===== config.mk =====
export PLATFORM = sky130hd
export DESIGN_NAME = layer_scheduler
export DESIGN_NICKNAME = d
export VERILOG_FILES = /design/src/rtl/gpu_layer_pkg.sv /design/src/rtl/layer_line_hit.sv /design/src/rtl/layer_scheduler.sv
export SDC_FILE = /design/constraint.sdc
export NUM_CORES = 1
export LEC_CHECK = 0
export CAP_MARGIN = 0
export CORE_MARGIN = 2
export CORE_UTILIZATION = 55
export CTS_CLUSTER_SIZE = 40
export DETAILED_ROUTE_END_ITERATION = 6
export DONT_BUFFER_PORTS = 1
export GPL_TIMING_DRIVEN = 0
export PLACE_DENSITY = 0.8
export SLEW_MARGIN = 10
export SYNTH_ARGS = -nofsm -noshare
export SYNTH_HDL_FRONTEND = slang
export SYNTH_SLANG_ARGS = --single-unit

===== constraint.sdc =====
create_clock -name clk -period 6.3 [get_ports clk]
set_input_delay 0.945 -clock clk [delete_from_list [all_inputs] [get_ports clk]]
set_output_delay 0.945 -clock clk [all_outputs]
set_load 0.02 [all_outputs]

===== src/rtl/gpu_layer_pkg.sv =====
// Shared definitions for the layer pipeline: layer header layout, field locations
// and the scanline scheduler state encoding.
package gpu_layer_pkg;

  localparam int unsigned NUM_LAYERS = 32;
  localparam int unsigned LAYER_W    = 5;
  localparam int unsigned REG_W      = 16;

  localparam int unsigned ENABLE_BIT = 0;
  localparam int unsigned YSTART_REG = 1;
  localparam int unsigned YEND_REG   = 2;

  // reg0 occupies the low 16 bits of the flat header
  typedef struct packed {
    logic [REG_W-1:0] reg3;
    logic [REG_W-1:0] reg2;
    logic [REG_W-1:0] reg1;
    logic [REG_W-1:0] reg0;
  } layer_header_t;

  typedef enum logic [2:0] {
    StIdle,
    StFetch,
    StEval,
    StOffer,
    StFinish
  } sched_state_e;

  function automatic logic [REG_W-1:0] header_reg(input layer_header_t hdr,
                                                  input int unsigned  idx);
    logic [4*REG_W-1:0] flat;
    flat = hdr;
    return flat[idx*REG_W +: REG_W];
  endfunction

endpackage


===== src/rtl/layer_line_hit.sv =====
// Decides whether a layer header covers a given scanline; shared with the sprite path.
module layer_line_hit
  import gpu_layer_pkg::*;
#(
  parameter int unsigned Y_W = 10
) (
  input  layer_header_t  header,
  input  logic [Y_W-1:0] line_y,
  output logic           active
);

  logic [REG_W-1:0] reg0;
  logic [REG_W-1:0] ystart_reg;
  logic [REG_W-1:0] yend_reg;
  logic [Y_W-1:0]   y_start;
  logic [Y_W-1:0]   y_end;
  logic             unused_header;

  always_comb begin
    reg0       = header_reg(header, 0);
    ystart_reg = header_reg(header, YSTART_REG);
    yend_reg   = header_reg(header, YEND_REG);
    y_start    = ystart_reg[Y_W-1:0];
    y_end      = yend_reg[Y_W-1:0];
    // An inverted window (y_start > y_end) never matches; no wrap-around.
    active     = reg0[ENABLE_BIT] && (y_start <= line_y) && (line_y <= y_end);
  end

  assign unused_header = ^header;

endmodule


===== src/rtl/layer_scheduler.sv =====
// Per-scanline walker over the layer register file: fetches each header in order and
// offers every layer active on the current line to the renderer over valid/ready.
module layer_scheduler
  import gpu_layer_pkg::*;
#(
  parameter int unsigned NUM_LAYERS = gpu_layer_pkg::NUM_LAYERS,
  parameter int unsigned READ_LAT   = 1,
  parameter int unsigned Y_W        = 10
) (
  input  logic           clk,
  input  logic           rst_n,
  input  logic           line_start,
  input  logic [Y_W-1:0] line_y,
  output logic [4:0]     pipe_layer,
  input  logic [63:0]    pipe_allRegisters,
  output logic           layer_valid,
  input  logic           layer_ready,
  output logic [4:0]     layer_id,
  output logic [63:0]    layer_header,
  output logic           line_done,
  output logic           line_abort,
  output logic           busy,
  output logic           overrun,
  input  logic           overrun_clr
);

  localparam logic [1:0] LoadCnt = 2'(READ_LAT);
  localparam logic [4:0] LastIdx = 5'(NUM_LAYERS - 1);

  sched_state_e   state_q, state_d;
  logic [4:0]     idx_q, idx_d;
  logic [1:0]     cnt_q, cnt_d;
  logic [Y_W-1:0] line_y_q, line_y_d;
  logic [4:0]     id_q, id_d;
  logic [63:0]    hdr_q, hdr_d;
  logic           abort_q, abort_d;
  logic           overrun_q, overrun_d;
  logic           hit;
  logic           advance;

  layer_line_hit #(
    .Y_W (Y_W)
  ) u_line_hit (
    .header (layer_header_t'(pipe_allRegisters)),
    .line_y (line_y_q),
    .active (hit)
  );

  always_comb begin
    state_d   = state_q;
    idx_d     = idx_q;
    cnt_d     = cnt_q;
    line_y_d  = line_y_q;
    id_d      = id_q;
    hdr_d     = hdr_q;
    abort_d   = 1'b0;
    overrun_d = overrun_q;
    advance   = 1'b0;

    if (overrun_clr) begin
      overrun_d = 1'b0;
    end

    if (line_start) begin
      // A new line always restarts the walk, killing any scan in flight.
      line_y_d = line_y;
      idx_d    = '0;
      cnt_d    = LoadCnt;
      state_d  = StFetch;
      if (state_q != StIdle) begin
        abort_d   = 1'b1;
        overrun_d = 1'b1;
      end
    end else begin
      unique case (state_q)
        StIdle:  state_d = StIdle;
        StFetch: begin
          if (cnt_q == '0) begin
            state_d = StEval;
          end else begin
            cnt_d = cnt_q - 2'd1;
          end
        end
        StEval: begin
          if (hit) begin
            id_d    = idx_q;
            hdr_d   = pipe_allRegisters;
            state_d = StOffer;
          end else begin
            advance = 1'b1;
          end
        end
        StOffer:  advance = layer_ready;
        StFinish: state_d = StIdle;
        default:  state_d = StIdle;
      endcase

      if (advance) begin
        if (idx_q == LastIdx) begin
          state_d = StFinish;
        end else begin
          idx_d   = idx_q + 5'd1;
          cnt_d   = LoadCnt;
          state_d = StFetch;
        end
      end
    end
  end

  always_ff @(posedge clk or negedge rst_n) begin
    if (!rst_n) begin
      state_q   <= StIdle;
      idx_q     <= '0;
      cnt_q     <= '0;
      line_y_q  <= '0;
      id_q      <= '0;
      hdr_q     <= '0;
      abort_q   <= 1'b0;
      overrun_q <= 1'b0;
    end else begin
      state_q   <= state_d;
      idx_q     <= idx_d;
      cnt_q     <= cnt_d;
      line_y_q  <= line_y_d;
      id_q      <= id_d;
      hdr_q     <= hdr_d;
      abort_q   <= abort_d;
      overrun_q <= overrun_d;
    end
  end

  assign pipe_layer   = idx_q;
  assign layer_valid  = (state_q == StOffer);
  assign layer_id     = id_q;
  assign layer_header = hdr_q;
  // A restart landing on FINISH suppresses the completion of the aborted line.
  assign line_done    = (state_q == StFinish) && !line_start;
  assign line_abort   = abort_q;
  assign busy         = (state_q != StIdle);
  assign overrun      = overrun_q;

endmodule

==> flow_summary.ini <==
[placed_design]
placed_area_sq_um = 4300
gp_congestion = 0.791
portBuffers = 0
hpwl_mm = 6.27

[die]
die_h_um = 91.1
initial_core_util_pct = 57.2
row_count = 31
core_region_area_sq_um = 7290
die_x_um = 91.1
num_io_pins = 158
die_area_sq_um = 8300

[drt]
drtIter0Drc = 88
wl_per_cell_um = 18.8
vias = 2560
ant_nets = 0
wl_mm = 8.31
dr.pass1.iters = 4
drc = 0
viasPerCell = 5.79

[finish]
diodes = 0
drive_gt1_share_pct = 27.1
postLayoutCellArea_sq_um = 4470
fin_nets = 439
syn_to_final_growth_pct = 7.17

[logic_synthesis]
synth_fp_nets = 428
synth_common_cells = dfrtp_1, mux2_2, inv_1
avgSynthCellArea_sq_um = 12.8
synth_top_area_share_pct = 54.6
ys_seq_area_share_pct = 54.6
syn_area_sq_um = 4170
ys_top_cells_by_area = dfrtp_1, mux2_2, ha_1
synth_cells = 327
ys.flop_type = dfrtp_1
synth_top_area_cell = dfrtp_1
post-synth-top-count-cell = dfrtp_1
yosys.cell_types.count = 44
ys_ff_latch = 91
synth_edf_count = 0
async_flop_share_pct = 100
yosysWarnings = 0

[grt]
grt_pass1_vias = 2787
gr-total-overflow = 0
grtUsageTotal_pct = 20.9
grt_pass1_wl_mm = 13.6
grt_max_degree = 92
antenna_found_initial = 0

[sta]
rsz0062_at_grt = false
fmax_mhz = 339
setup_viol = 0
tns_ns = 0
post-route-period-util_pct = 46.8
drv_slew = 0
hold_violations = 0
slew_headroom_pct = 35.4
worst_clock_skew_ns = 0.00859
post-route-min-period_ns = 2.95
tightestPinTransition_ns = 0.956

[clock_network]
cts_buffers = 9
clkTransAtPathRegs_ns = 0.09
post_cts_buffers = 0
htree_levels = 3
clockRootBuffer = clkbuf_8
cts_tree = done
clk_latency_ns = 0.35
clk_path_buf_depth = 2
ctsResizeCount = 0
cts_hold_buf = 0
clock_sinks = 91

[worst_setup_path]
critPathTopFamily = compound AO/OA/AOI/OAI gates
path_buf_inv = 3
end_kind = flop
critPathSlowestCell = o211ai_2
setup.worst_path.start_class = input port
crit-reg2reg-launch = line_y_q[9]
cp_max_fo = 10
crit_chain = inv_1 -> ha_1 -> nand2_1 -> o2111ai_1 -> o21ai_0 -> o211ai_2 -> buf_4 -> buf_6 -> mux2_4
slowest_delay_ns = 0.41
rrSetupSlack_ns = 3.56
cp-startpoint = pipe_allRegisters[41]
crit_arrival_ns = 3.19
crit_type = input port to flop
required_ns = 6.54

[worst_hold_path]
hold_path_class = input port to asynchronous set/reset pin

[power]
powerDensity_nw_per_um2 = 386
ir_drop_mv = 0.256
leakagePower_nw = 2.21
p_total_mw = 1.72

[job]
cap_violations = 0

[outcome]
outcome = finished clean
## final timing paths
kind | endpoint | cells after the start
worst min-delay path | layer_header[42] | 0
worst max register to register | layer_header[60] | 8
max in group asynchronous | pipe_layer[2] | 0
worst max-delay path | layer_header[60] | 9
worst min register to register | cnt_q[1] | 2
min in group clk | cnt_q[1] | 2
## registers in the layout, summed over array words and instances, names as in the netlist
register,cells
line_abort,1
state_q,3
line_y_q,10
overrun,1
cnt_q,2
layer_header,64
layer_id,5
pipe_layer,5
## power breakdown
part           switching, mW  total (mW)  internal [mW]
clock                  0.207       0.353          0.146
combinational         0.0983       0.264          0.166
sequential             0.344        1.11          0.763
total                  0.649        1.72           1.07
## area by class of cell
class / count / area [sq um]
well taps: 99 / 124
flip-flops and latches: 91 / 2280
inverters: 28 / 105
clock inverters: 7 / 51.3
clock buffers: 9 / 124
plain buffers: 11 / 58.8
fillers: 584 / 2820
multi-input cells: 197 / 1730
## logic make-up after synthesis
group	count (synthesis)	share of synthesized area, %
DFF	91	54.6
AOI/OAI and AO/OA	41	7.29
muxes	71	19.9
adders and majority gates	22	6.60
and+or+nand+nor	63	7.68
buffers and inverters	39	3.93
## cell usage in the layout (no fill, tap or decap), types with 3 or more instances in the layout
| cell type | Yosys | final |
|---|---|---|
| clkbuf_1 | 4 | 4 |
| clkbuf_8 | 0 | 9 |
| nand2b_1 | 3 | 3 |
| mux2_4 | 9 | 9 |
| a21o_1 | 4 | 4 |
| ha_1 | 22 | 22 |
| a21oi_1 | 4 | 4 |
| nand2_1 | 26 | 26 |
| o21ai_0 | 17 | 17 |
| inv_1 | 28 | 28 |
| a211oi_1 | 3 | 3 |
| buf_2 | 5 | 5 |
| nor2_1 | 7 | 7 |
| inv_6 | 0 | 3 |
| mux2_2 | 58 | 58 |
| nor3_1 | 3 | 3 |
| nand4_1 | 6 | 6 |
| dfrtp_1 | 91 | 91 |
## routing by layer
metal / global-route usage (%) / vias up / part of all wire (%)
li1: - / 1172 / -
met1: 24.8 / 1251 / 39
met2: 34.0 / 120 / 48
met3: 8.13 / 17 / 10
met4: 9.09 / 0 / 2.6
met5: 0 / - / 0
## through the flow
| step | instances | util (%) | hold slack, ns | worst slack [ns] |
|---|---|---|---|---|
| 4_1_cts | 442 | 61.3 | 0.260 | 3.32 |
| 3_5_place_dp | 426 | 58.9 | 0.538 | 2.93 |
| 6_report | 442 | 61.3 | 0.277 | 3.35 |
| 5_1_grt | 442 | 61.3 | 0.250 | 3.20 |
| 2_1_floorplan | 327 | - | 0.507 | 3.39 |
| 3_3_place_gp | 426 | 58.9 | 0.533 | 3.04 |
Power figures use the tool's default switching activity.
